File: config.mk
export PLATFORM = sky130hd
export DESIGN_NAME = fpu_writeback_buffer_flat
export DESIGN_NICKNAME = d
export VERILOG_FILES = /design/src/rtl/fpu_writeback_buffer_if.sv /design/src/rtl/fpu_writeback_buffer.sv /design/src/flat_wrapper.sv
export SDC_FILE = /design/constraint.sdc
export NUM_CORES = 1
export LEC_CHECK = 0
export ABC_AREA = 1
export CORE_ASPECT_RATIO = 0.8
export CORE_MARGIN = 2
export CORE_UTILIZATION = 51
export DETAILED_ROUTE_END_ITERATION = 8
export PLACE_DENSITY = 0.75
export REMOVE_ABC_BUFFERS = 1
export SLEW_MARGIN = 40
export SYNTH_ARGS = -nofsm -noshare
export SYNTH_HDL_FRONTEND = slang
export SYNTH_SLANG_ARGS = --single-unit
export TNS_END_PERCENT = 20
File: constraint.sdc
create_clock -name clk -period 3 [get_ports clk]
set_clock_uncertainty 0.1 [all_clocks]
set_input_delay 0.45 -clock clk [delete_from_list [all_inputs] [get_ports clk]]
set_output_delay 0.45 -clock clk [all_outputs]
set_load 0.02 [all_outputs]
File: src/rtl/fpu_writeback_buffer_if.sv
// Bundle between the issue/FPU/integer side and the writeback buffer.
// Covers the write requests, the forwarding lookup and the status and writeback outputs.
interface fpu_writeback_buffer_if #(
  parameter int DEPTH  = 4,
  parameter int DATA_W = 32
);
  localparam int CNT_W = $clog2(DEPTH) + 1;

  logic              fpu_enable;
  logic [4:0]        fpu_addr;
  logic [DATA_W-1:0] fpu_data;
  logic              fpu_float;
  logic              int_enable;
  logic [4:0]        int_addr;
  logic [DATA_W-1:0] int_data;
  logic [4:0]        fwd_addr;
  logic              fwd_float;
  logic              wr_enable;
  logic              wr_float;
  logic [4:0]        wr_addr;
  logic [DATA_W-1:0] wr_data;
  logic              almost_full;
  logic              overflow;
  logic [CNT_W-1:0]  count;
  logic              fwd_hit;
  logic [DATA_W-1:0] fwd_data;

  modport master (
    output fpu_enable, fpu_addr, fpu_data, fpu_float,
    output int_enable, int_addr, int_data,
    output fwd_addr, fwd_float,
    input  wr_enable, wr_float, wr_addr, wr_data,
    input  almost_full, overflow, count, fwd_hit, fwd_data
  );

  modport slave (
    input  fpu_enable, fpu_addr, fpu_data, fpu_float,
    input  int_enable, int_addr, int_data,
    input  fwd_addr, fwd_float,
    output wr_enable, wr_float, wr_addr, wr_data,
    output almost_full, overflow, count, fwd_hit, fwd_data
  );
endinterface

File: src/rtl/fpu_writeback_buffer.sv
// Queues FPU results behind integer-unit writes to a shared register-file write port,
// with bypass when idle, a sticky overflow flag and youngest-match forwarding.
module fpu_writeback_buffer #(
  parameter int DEPTH  = 4,
  parameter int AFULL  = DEPTH - 1,
  parameter int DATA_W = 32
) (
  input logic                   clk,
  input logic                   reset,
  fpu_writeback_buffer_if.slave wb
);
  localparam int PTR_W = $clog2(DEPTH);
  localparam int CNT_W = PTR_W + 1;

  logic [DATA_W-1:0] mem_data  [DEPTH];
  logic [4:0]        mem_addr  [DEPTH];
  logic              mem_float [DEPTH];

  logic [PTR_W-1:0]  rd_ptr;
  logic [PTR_W-1:0]  wr_ptr;
  logic [CNT_W-1:0]  count_q;
  logic              overflow_q;

  logic              wr_enable_p1;
  logic              wr_float_p1;
  logic [4:0]        wr_addr_p1;
  logic [DATA_W-1:0] wr_data_p1;

  logic              empty, full, pop, bypass, push_req, push_ok, drop;
  logic              sel_valid, sel_float;
  logic [4:0]        sel_addr;
  logic [DATA_W-1:0] sel_data;

  logic              fwd_hit_c;
  logic [DATA_W-1:0] fwd_data_c;
  logic [PTR_W-1:0]  fwd_idx;

  // Integer register x0 is hardwired to zero, so writes to it are dropped.
  function automatic logic writable(input logic is_float, input logic [4:0] addr);
    return is_float || (addr != 5'd0);
  endfunction

  // Stage 0: write-port arbitration and FIFO push/pop decisions
  always_comb begin
    empty     = (count_q == '0);
    full      = (count_q == CNT_W'(DEPTH));
    pop       = !wb.int_enable && !empty;
    bypass    = !wb.int_enable && empty && wb.fpu_enable;
    push_req  = wb.fpu_enable && !bypass;
    push_ok   = push_req && (!full || pop);
    drop      = push_req && full && !pop;
    sel_valid = 1'b0;
    sel_float = 1'b0;
    sel_addr  = '0;
    sel_data  = '0;
    if (wb.int_enable) begin
      sel_valid = 1'b1;
      sel_addr  = wb.int_addr;
      sel_data  = wb.int_data;
    end else if (pop) begin
      sel_valid = 1'b1;
      sel_float = mem_float[rd_ptr];
      sel_addr  = mem_addr[rd_ptr];
      sel_data  = mem_data[rd_ptr];
    end else if (bypass) begin
      sel_valid = 1'b1;
      sel_float = wb.fpu_float;
      sel_addr  = wb.fpu_addr;
      sel_data  = wb.fpu_data;
    end
  end

  always_ff @(posedge clk or negedge reset) begin
    if (!reset) begin
      rd_ptr     <= '0;
      wr_ptr     <= '0;
      count_q    <= '0;
      overflow_q <= 1'b0;
    end else begin
      if (pop)     rd_ptr <= rd_ptr + PTR_W'(1);
      if (push_ok) wr_ptr <= wr_ptr + PTR_W'(1);
      case ({push_ok, pop})
        2'b10:   count_q <= count_q + CNT_W'(1);
        2'b01:   count_q <= count_q - CNT_W'(1);
        default: count_q <= count_q;
      endcase
      if (drop) overflow_q <= 1'b1;
    end
  end

  // A full FIFO that pops on the same edge reuses the head slot, which was read this cycle.
  always_ff @(posedge clk) begin
    if (push_ok) begin
      mem_data[wr_ptr]  <= wb.fpu_data;
      mem_addr[wr_ptr]  <= wb.fpu_addr;
      mem_float[wr_ptr] <= wb.fpu_float;
    end
  end

  // Stage 1: registered register-file write port
  always_ff @(posedge clk or negedge reset) begin
    if (!reset) begin
      wr_enable_p1 <= 1'b0;
      wr_float_p1  <= 1'b0;
      wr_addr_p1   <= '0;
      wr_data_p1   <= '0;
    end else begin
      wr_enable_p1 <= sel_valid && writable(sel_float, sel_addr);
      if (sel_valid) begin
        wr_float_p1 <= sel_float;
        wr_addr_p1  <= sel_addr;
        wr_data_p1  <= sel_data;
      end
    end
  end

  // Walk from oldest to youngest so later matches override; wr_* is older than every entry.
  always_comb begin
    fwd_hit_c  = 1'b0;
    fwd_data_c = '0;
    fwd_idx    = '0;
    if (wr_enable_p1 && (wr_float_p1 == wb.fwd_float) && (wr_addr_p1 == wb.fwd_addr)) begin
      fwd_hit_c  = 1'b1;
      fwd_data_c = wr_data_p1;
    end
    for (int i = 0; i < DEPTH; i++) begin
      fwd_idx = rd_ptr + PTR_W'(i);
      if ((CNT_W'(i) < count_q) && (mem_float[fwd_idx] == wb.fwd_float) &&
          (mem_addr[fwd_idx] == wb.fwd_addr)) begin
        fwd_hit_c  = 1'b1;
        fwd_data_c = mem_data[fwd_idx];
      end
    end
  end

  assign wb.wr_enable   = wr_enable_p1;
  assign wb.wr_float    = wr_float_p1;
  assign wb.wr_addr     = wr_addr_p1;
  assign wb.wr_data     = wr_data_p1;
  assign wb.count       = count_q;
  assign wb.overflow    = overflow_q;
  assign wb.almost_full = (count_q >= CNT_W'(AFULL));
  assign wb.fwd_hit     = fwd_hit_c;
  assign wb.fwd_data    = fwd_data_c;
endmodule

File: src/flat_wrapper.sv
// flat-port wrapper written by rule: the top's interface ports become plain ports
module fpu_writeback_buffer_flat 
#(
  parameter int DEPTH  = 4,
  parameter int AFULL  = DEPTH - 1,
  parameter int DATA_W = 32
)
  (clk, reset, wb_fpu_enable, wb_fpu_addr, wb_fpu_data, wb_fpu_float, wb_int_enable, wb_int_addr, wb_int_data, wb_fwd_addr, wb_fwd_float, wb_wr_enable, wb_wr_float, wb_wr_addr, wb_wr_data, wb_almost_full, wb_overflow, wb_count, wb_fwd_hit, wb_fwd_data);
  fpu_writeback_buffer_if #(.DEPTH(DEPTH), .DATA_W(DATA_W)) wb_i ();
  input logic clk;
  input logic reset;
  input wire logic [$bits(wb_i.fpu_enable)-1:0] wb_fpu_enable;
  input wire logic [$bits(wb_i.fpu_addr)-1:0] wb_fpu_addr;
  input wire logic [$bits(wb_i.fpu_data)-1:0] wb_fpu_data;
  input wire logic [$bits(wb_i.fpu_float)-1:0] wb_fpu_float;
  input wire logic [$bits(wb_i.int_enable)-1:0] wb_int_enable;
  input wire logic [$bits(wb_i.int_addr)-1:0] wb_int_addr;
  input wire logic [$bits(wb_i.int_data)-1:0] wb_int_data;
  input wire logic [$bits(wb_i.fwd_addr)-1:0] wb_fwd_addr;
  input wire logic [$bits(wb_i.fwd_float)-1:0] wb_fwd_float;
  output wire logic [$bits(wb_i.wr_enable)-1:0] wb_wr_enable;
  output wire logic [$bits(wb_i.wr_float)-1:0] wb_wr_float;
  output wire logic [$bits(wb_i.wr_addr)-1:0] wb_wr_addr;
  output wire logic [$bits(wb_i.wr_data)-1:0] wb_wr_data;
  output wire logic [$bits(wb_i.almost_full)-1:0] wb_almost_full;
  output wire logic [$bits(wb_i.overflow)-1:0] wb_overflow;
  output wire logic [$bits(wb_i.count)-1:0] wb_count;
  output wire logic [$bits(wb_i.fwd_hit)-1:0] wb_fwd_hit;
  output wire logic [$bits(wb_i.fwd_data)-1:0] wb_fwd_data;
  assign wb_i.fpu_enable = wb_fpu_enable;
  assign wb_i.fpu_addr = wb_fpu_addr;
  assign wb_i.fpu_data = wb_fpu_data;
  assign wb_i.fpu_float = wb_fpu_float;
  assign wb_i.int_enable = wb_int_enable;
  assign wb_i.int_addr = wb_int_addr;
  assign wb_i.int_data = wb_int_data;
  assign wb_i.fwd_addr = wb_fwd_addr;
  assign wb_i.fwd_float = wb_fwd_float;
  assign wb_wr_enable = wb_i.wr_enable;
  assign wb_wr_float = wb_i.wr_float;
  assign wb_wr_addr = wb_i.wr_addr;
  assign wb_wr_data = wb_i.wr_data;
  assign wb_almost_full = wb_i.almost_full;
  assign wb_overflow = wb_i.overflow;
  assign wb_count = wb_i.count;
  assign wb_fwd_hit = wb_i.fwd_hit;
  assign wb_fwd_data = wb_i.fwd_data;
  fpu_writeback_buffer #(.DEPTH(DEPTH), .AFULL(AFULL), .DATA_W(DATA_W)) u_core (.clk(clk), .reset(reset), .wb(wb_i));
endmodule
Yosys cells after proc, flatten, opt, wreduce, memory -nomap -nowiden. Memory sizes are Yosys's and may differ from the RTL's. Cells that the tools add are included.

Bits in latches: 0. Register bits: 47. Output and inout bits: 77. Bits in read-only memories: 0. Word-level logic and storage cells: 88. Bits in writable memories: 152. Memories: 3.

Memories: u_core.mem_data (depth 4, width 32, read ports 4, clocked after Yosys merged registers in 0, wr ports 1, RTL line fpu_writeback_buffer.sv:15) `logic [DATA_W-1:0] mem_data [DEPTH];`; u_core.mem_addr (depth 4, width 5, read ports 4, clocked after Yosys merged registers in 0, wr ports 1, RTL line fpu_writeback_buffer.sv:16) `logic [4:0] mem_addr [DEPTH];`; u_core.mem_float (depth 4, width 1, read ports 4, clocked after Yosys merged registers in 0, wr ports 1, RTL line fpu_writeback_buffer.sv:17) `logic mem_float [DEPTH];`.

Shifts and indexed selects: 0. Multipliers: 0. Bitwise gates (word level): 0. $add $sub $neg: 6. Reductions and logical operators: 28. Eq/ne operators: 13. Magnitude comparators: 5. Mux-type cells: 25. Divide/modulo/power cells: 0.

Operators with widths (number): 2-to-1 mux 32 bit (8); equality test 5 bit (5); logical AND 1 bit (18); 2-to-1 mux 5 bit (3); 2-to-1 mux 1 bit (13); less-than comparator 1 x 3 -> 1 bit, first input constant (2); less-than comparator 2 x 3 -> 1 bit, first input constant (2); case mux 3 bit (2 select lines) (1); equality test 1 bit (5); zero test 1 bit (5); nonzero test 5 bit (1); adder 2 x 1 -> 2 bit, second input constant (2); adder 2 bit, second input constant (2); adder 3 x 1 -> 3 bit, second input constant (1); equality test 3 bit, second input constant (1); greater-or-equal comparator 3 x 2 -> 1 bit, second input constant (1); zero test 3 bit (1); subtractor 3 x 1 -> 3 bit, second input constant (1); equality test 2 x 1 -> 1 bit, second input constant (1); equality test 2 bit, second input constant (1); logical OR 1 bit (2); nonzero test 2 bit (1).

Logic depth before layout (Yosys ltp).
Word-level depth: 9. Gate-level depth with buffers: 18. Gate-level depth less buffers: 15.

Worst setup path before layout. No wires, ideal clock.

Path kind: reg2reg. Start: register u_core.count_q[0] (netlist: u_core.wb.count[0]). End: memory u_core.mem_addr[0][0] (enable). Path buffers: 0. Setup time: 433 ps. Cell stages (with the launch flop): 8. Slack: -446 ps. Arrival time: 2913 ps. Cell sequence: dfrtp_1 > inv_1 > ha_1 > inv_1 > nor2_1 > nand2_1 > nand3b_1 > nor2_1.

Word-level cells in the longest chain between the ends: 8.

Ends and longest elaborated chain: start: declaration (RTL line fpu_writeback_buffer.sv:21) `logic [CNT_W-1:0] count_q;`; start signal: assignment (RTL line fpu_writeback_buffer.sv:83) `2'b10: count_q <= count_q + CNT_W'(1);`; start signal: assignment (RTL line fpu_writeback_buffer.sv:84) `2'b01: count_q <= count_q - CNT_W'(1);`; start signal: assignment (RTL line fpu_writeback_buffer.sv:85) `default: count_q <= count_q;`; zero test 3 bit (RTL line fpu_writeback_buffer.sv:45) `empty = (count_q == '0);`; logical AND 1 bit (2 in a row) (RTL line fpu_writeback_buffer.sv:48) `bypass = !wb.int_enable && empty && wb.fpu_enable;`; zero test 1 bit (RTL line fpu_writeback_buffer.sv:49) `push_req = wb.fpu_enable && !bypass;`; logical AND 1 bit (RTL line fpu_writeback_buffer.sv:49); logical AND 1 bit * (RTL line fpu_writeback_buffer.sv:50) `push_ok = push_req && (!full || pop);`; 2-to-1 mux 1 bit * (RTL line fpu_writeback_buffer.sv:93) `if (push_ok) begin`; 2-to-1 mux 1 bit (implied by the code) * (RTL line fpu_writeback_buffer.sv:95) `mem_addr[wr_ptr] <= wb.fpu_addr;`; end: declaration (RTL line fpu_writeback_buffer.sv:16).

Mark *: on every way between the ends. The rest lies on a longest branch, timed or not.

Worst setup path after layout.
Start: register u_core.rd_ptr[0]. End: output port wb_fwd_data[23].

Word-level cells in the longest chain between the ends: 8.

Ends and longest elaborated chain: start: declaration (RTL line fpu_writeback_buffer.sv:19) `logic [PTR_W-1:0] rd_ptr;`; start signal: assignment (RTL line fpu_writeback_buffer.sv:80) `if (pop) rd_ptr <= rd_ptr + PTR_W'(1);`; parallel branches: the longest is 7 deep, another holds memory (4 x 5 bit); 2-to-1 mux 32 bit * (RTL line fpu_writeback_buffer.sv:128) `if ((CNT_W'(i) < count_q) && (mem_float[fwd_idx] == wb.fwd_float) &&`; end: declaration (RTL line flat_wrapper.sv:29) `output wire logic [$bits(wb_i.fwd_data)-1:0] wb_fwd_data;`.

Every way passes the cells marked *.

==> results by group <==
Power
  – Reg power frac: 24.9%
  – Peak supply drop: 0.795 mV
  – Switch share: 47.8%
  – Logic pwr share: 60.9%
  – PwrDens: 989 mW/mm^2
  – Lkg Pwr: about 7.6 nW
  – Clk pwr share: 14.2%
  – Total power: between 15 and 20 mW
  – Int Power: 8.69 mW
  – Net Switching: around 8.0 mW

CTS
  – CTS sink count: just under 200
  – TritonCTS buffer count: 17
  – H-tree levels: 4
  – CTS Buffer Depth: 2
  – Reg clk slew, reported paths: about 80 ps
  – Clock root buffer: clkbuf_16
  – CTS tree: built
  – Clk_lat worst skew: approximately 450 ps

Placed design
  – Placed insts: 2338
  – Port Buf Inserts: ~160
  – GP Congestion: between 0.9 and 1
  – Placed Area: ~0.016 mm^2
  – Dpl ws: -534 ps
  – DP HPWL: around 27 mm

Yosys
  – Area fraction in compound gates after synthesis: 14.0%
  – Post-Syn Area per Cell: approximately 7 um^2
  – Main combinational cell family by area after synthesis: simple AND/OR/NAND/NOR gates
  – XOR/XNOR Fraction of Synth Area: less than 1%
  – Register area share after synthesis: between 40% and 50%
  – Post-synthesis adder-cell area fraction: less than 1%
  – Gate count after technology mapping: about 1800
  – Post-synthesis mux area share: 0%
  – Unique cell type count in the Yosys netlist: 37
  – Simple-Gate Fraction of Synth Area: a little under a third
  – Yosys reg bits: 199
  – Warnings, synthesis: 0
  – Mapped Area: ~0.013 mm^2

Global routing
  – Largest net degree at the start of global routing: between 80 and 90
  – Gr ovfl total: 0
  – Gr usage total: around 30%
  – Number of global-route vias before repair: ~12000
  – Initial antenna violation count: 2
  – First-pass GRT wire length: 64.1 mm

Layout
  – Final #Nets: about 2100
  – Synthesis-to-finish area growth: 30.0%
  – Commonest non-fill, non-tap cell in the layout: nand2_1
  – Commonest non-fill, non-tap cells in the layout: nand2_1, o21ai_0, inv_1
  – Share of cells above drive strength 1: between 10 and 15%
  – Share of the core filled with cells: about two thirds
  – FILL cells: about 2000
  – Post-route design area: roughly 0.017 mm^2
  – Layout Cells excl Fill: approximately 2400

STA
  – Final cycle utilization of the critical path: 113%
  – Count of final hold-check violations: 0
  – Worst Tran Pin Value: about 770 ps
  – Fin. max-slew vios: 0
  – Post-layout min period: about 3400 ps
  – Count of final setup violators: 33
  – RSZ-0062 raised after global routing: true
  – WHS: between 200 and 250 ps
  – Slew Limit Headroom: about half
  – Post-route worst setup slack: -378 ps
  – Fmax: about 300 MHz
  – Fin Setup TNS: -11250 ps

Critical path
  – CP endpoint: wb_fwd_data[23]
  – Critical path type: flip-flop to output pin
  – Crit path DAT: roughly 2800 ps
  – CP endpoint kind: output pin
  – Worst setup SP type: flip-flop
  – Reg2reg end: u_core.wb.count[2]$_DFFE_PN0P_
  – Reg2reg setup slack: between 500 and 600 ps
  – Crit Reg-Reg Startpoint: u_core.wb.count[1]$_DFFE_PN0P_
  – Critical Path, Cell by Cell: buf_6 > buf_12 > nand2_2 > nand3_1 > nand2_1 > nand2_1 > o21ai_1 > nor2_1 > nand2_1 > nor2_4 > buf_4 > buf_12 > buf_16 > a21oi_1 > nand2_1 > nand2_1 > nand2_1 > buf_2
  – CP max-delay cell: dfrtp_4
  – Crit-path max FO: 10
  – Crit path launch: u_core.rd_ptr[0]$_DFFE_PN0P_
  – Worst path max stage delay: about 540 ps
  – Worst R2R Path Depth: 13
  – Crit-path most repeated cell: nand2_1
  – Worst path required time: 2450 ps

Floorplan
  – # rows: 52
  – Ports: 162
  – Die Y: roughly 150 um
  – Die area: roughly 0.027 mm^2
  – Core box area: around 0.025 mm^2
  – Chip width: between 150 and 200 um
  – Starting density of the core: between 50% and 60%

Detailed routing
  – DRC Markers: 0
  – Pre-antenna DRT Iters: 7
  – Total wire length: ~40 mm
  – DR vias: 13500
  – Antenna viol nets, final: 0
  – Routed WL per cell: ~17 um
  – DR vias/cell: 5.64
  – DR iter-0 viols: roughly 1600

Status
  – Outcome: finished, violations left
  – Failing checks: setup timing

Run
  – # Max-Cap Violations: 0

Worst hold path
  – HP Class: primary input to flip-flop
  – WHS Path Cells: 3
## how the worst min path moves through the flow
| stage | from | end |
|---|---|---|
| after global routing | wb_int_enable | u_core.wb.wr_addr[4]$_DFFE_PN0P_ |
| final | wb_int_enable | u_core.wb.wr_addr[4]$_DFFE_PN0P_ |
| after floorplan | reset | u_core.rd_ptr[0]$_DFFE_PN0P_ |
| after detailed placement | u_core.wb.overflow$_DFFE_PN0P_ | u_core.wb.overflow$_DFFE_PN0P_ |
| after CTS | wb_int_enable | u_core.wb.wr_addr[4]$_DFFE_PN0P_ |
| after global placement | u_core.wb.overflow$_DFFE_PN0P_ | u_core.wb.overflow$_DFFE_PN0P_ |
## metal layers
metal	global-route usage (%)	part of all wire [%]	wire length (um)	up-vias
li1	-	-	-	6389
met1	40.3	40	16600	6172
met2	50.3	45	18600	819
met3	6.56	12	4890	101
met4	9.23	2.5	1020	2
met5	0	0.029	12	-
## critical path: cells and delay by family, from the launching register on
kind	cells	cell delay [ps]
AND/OR/NAND/NOR	10	750
flip-flops	1	540
buffers and inverters	6	870
AO/OA/AOI/OAI	2	200
## registers in the layout, indices dropped and copies added, names as in the netlist
register	count
u_core.mem_data	128
u_core.wb.wr_data	32
u_core.mem_addr	20
u_core.wb.wr_addr	5
u_core.mem_float	4
u_core.wb.count	3
u_core.rd_ptr	2
u_core.wr_ptr	2
u_core.wb.overflow	1
u_core.wb.wr_enable	1
u_core.wb.wr_float	1
## kinds of logic (layout without fill, tap and decap cells)
| kind of cell | after synthesis | after routing |
|---|---|---|
| xor+xnor | 8 | 8 |
| fa+ha+maj | 9 | 9 |
| other cells | 0 | 1 |
| flops | 199 | 199 |
| compound gates | 331 | 331 |
| buf+inv | 287 | 511 |
| simple gates | 1009 | 1009 |
## power by group through the flow
stage               Clock [mW]  Sequential (mW)  Combinational (mW)
floorplan                    0             4.68                4.70
global placement             0             4.17                9.19
detailed placement           0             4.19                9.42
CTS                       2.36             4.13                9.64
global route              2.47             4.22                11.1
finish                    2.36             4.15                10.1
## synthesized netlist by cell type (all sizes together)
master | number | area (um^2)
nand2 | 865 | 3260
o21ai | 244 | 1220
inv | 168 | 633
edfxtp | 152 | 4560
nand3 | 109 | 546
clkbuf | 64 | 241
buf | 53 | 349
dfrtp | 47 | 1180
a21oi | 40 | 200
o2111ai | 33 | 289
nor2 | 28 | 110
ha | 9 | 113
o211ai | 6 | 45.0
xor2 | 5 | 43.8
o21bai | 4 | 30.0
nor3 | 3 | 20.0
xnor2 | 3 | 26.3
clkinv | 2 | 8.75
o22ai | 2 | 12.5
or2 | 2 | 12.5
a21o | 1 | 7.51
a221oi | 1 | 8.76
nand3b | 1 | 7.51
nor4 | 1 | 6.26
## layout make-up
class                           instances  area, um^2  share of cell area, %
Sequential cell                       199        5740                   34.2
Clock inverter                         15         175                   1.04
Clock buffer                           17         425                   2.53
Antenna cell                            1        2.50                 0.0149
Timing Repair Buffer                  309        3150                   18.7
Tap cell                              324         405                   2.41
Inverter                              170         651                   3.87
Multi-Input combinational cell       1357        6270                   37.3
## repair_timing
item / in CTS / in global routing
gates resized for setup: 194 / 88
hold endpoints to repair: 23 / 0
setup buffers: 12 / 2
pin swaps: 11 / 20
setup endpoints to repair: 33 / 33
hold buffers: 1 / 0
cloned: 3 / 3
(Power assumes the default switching activity.)
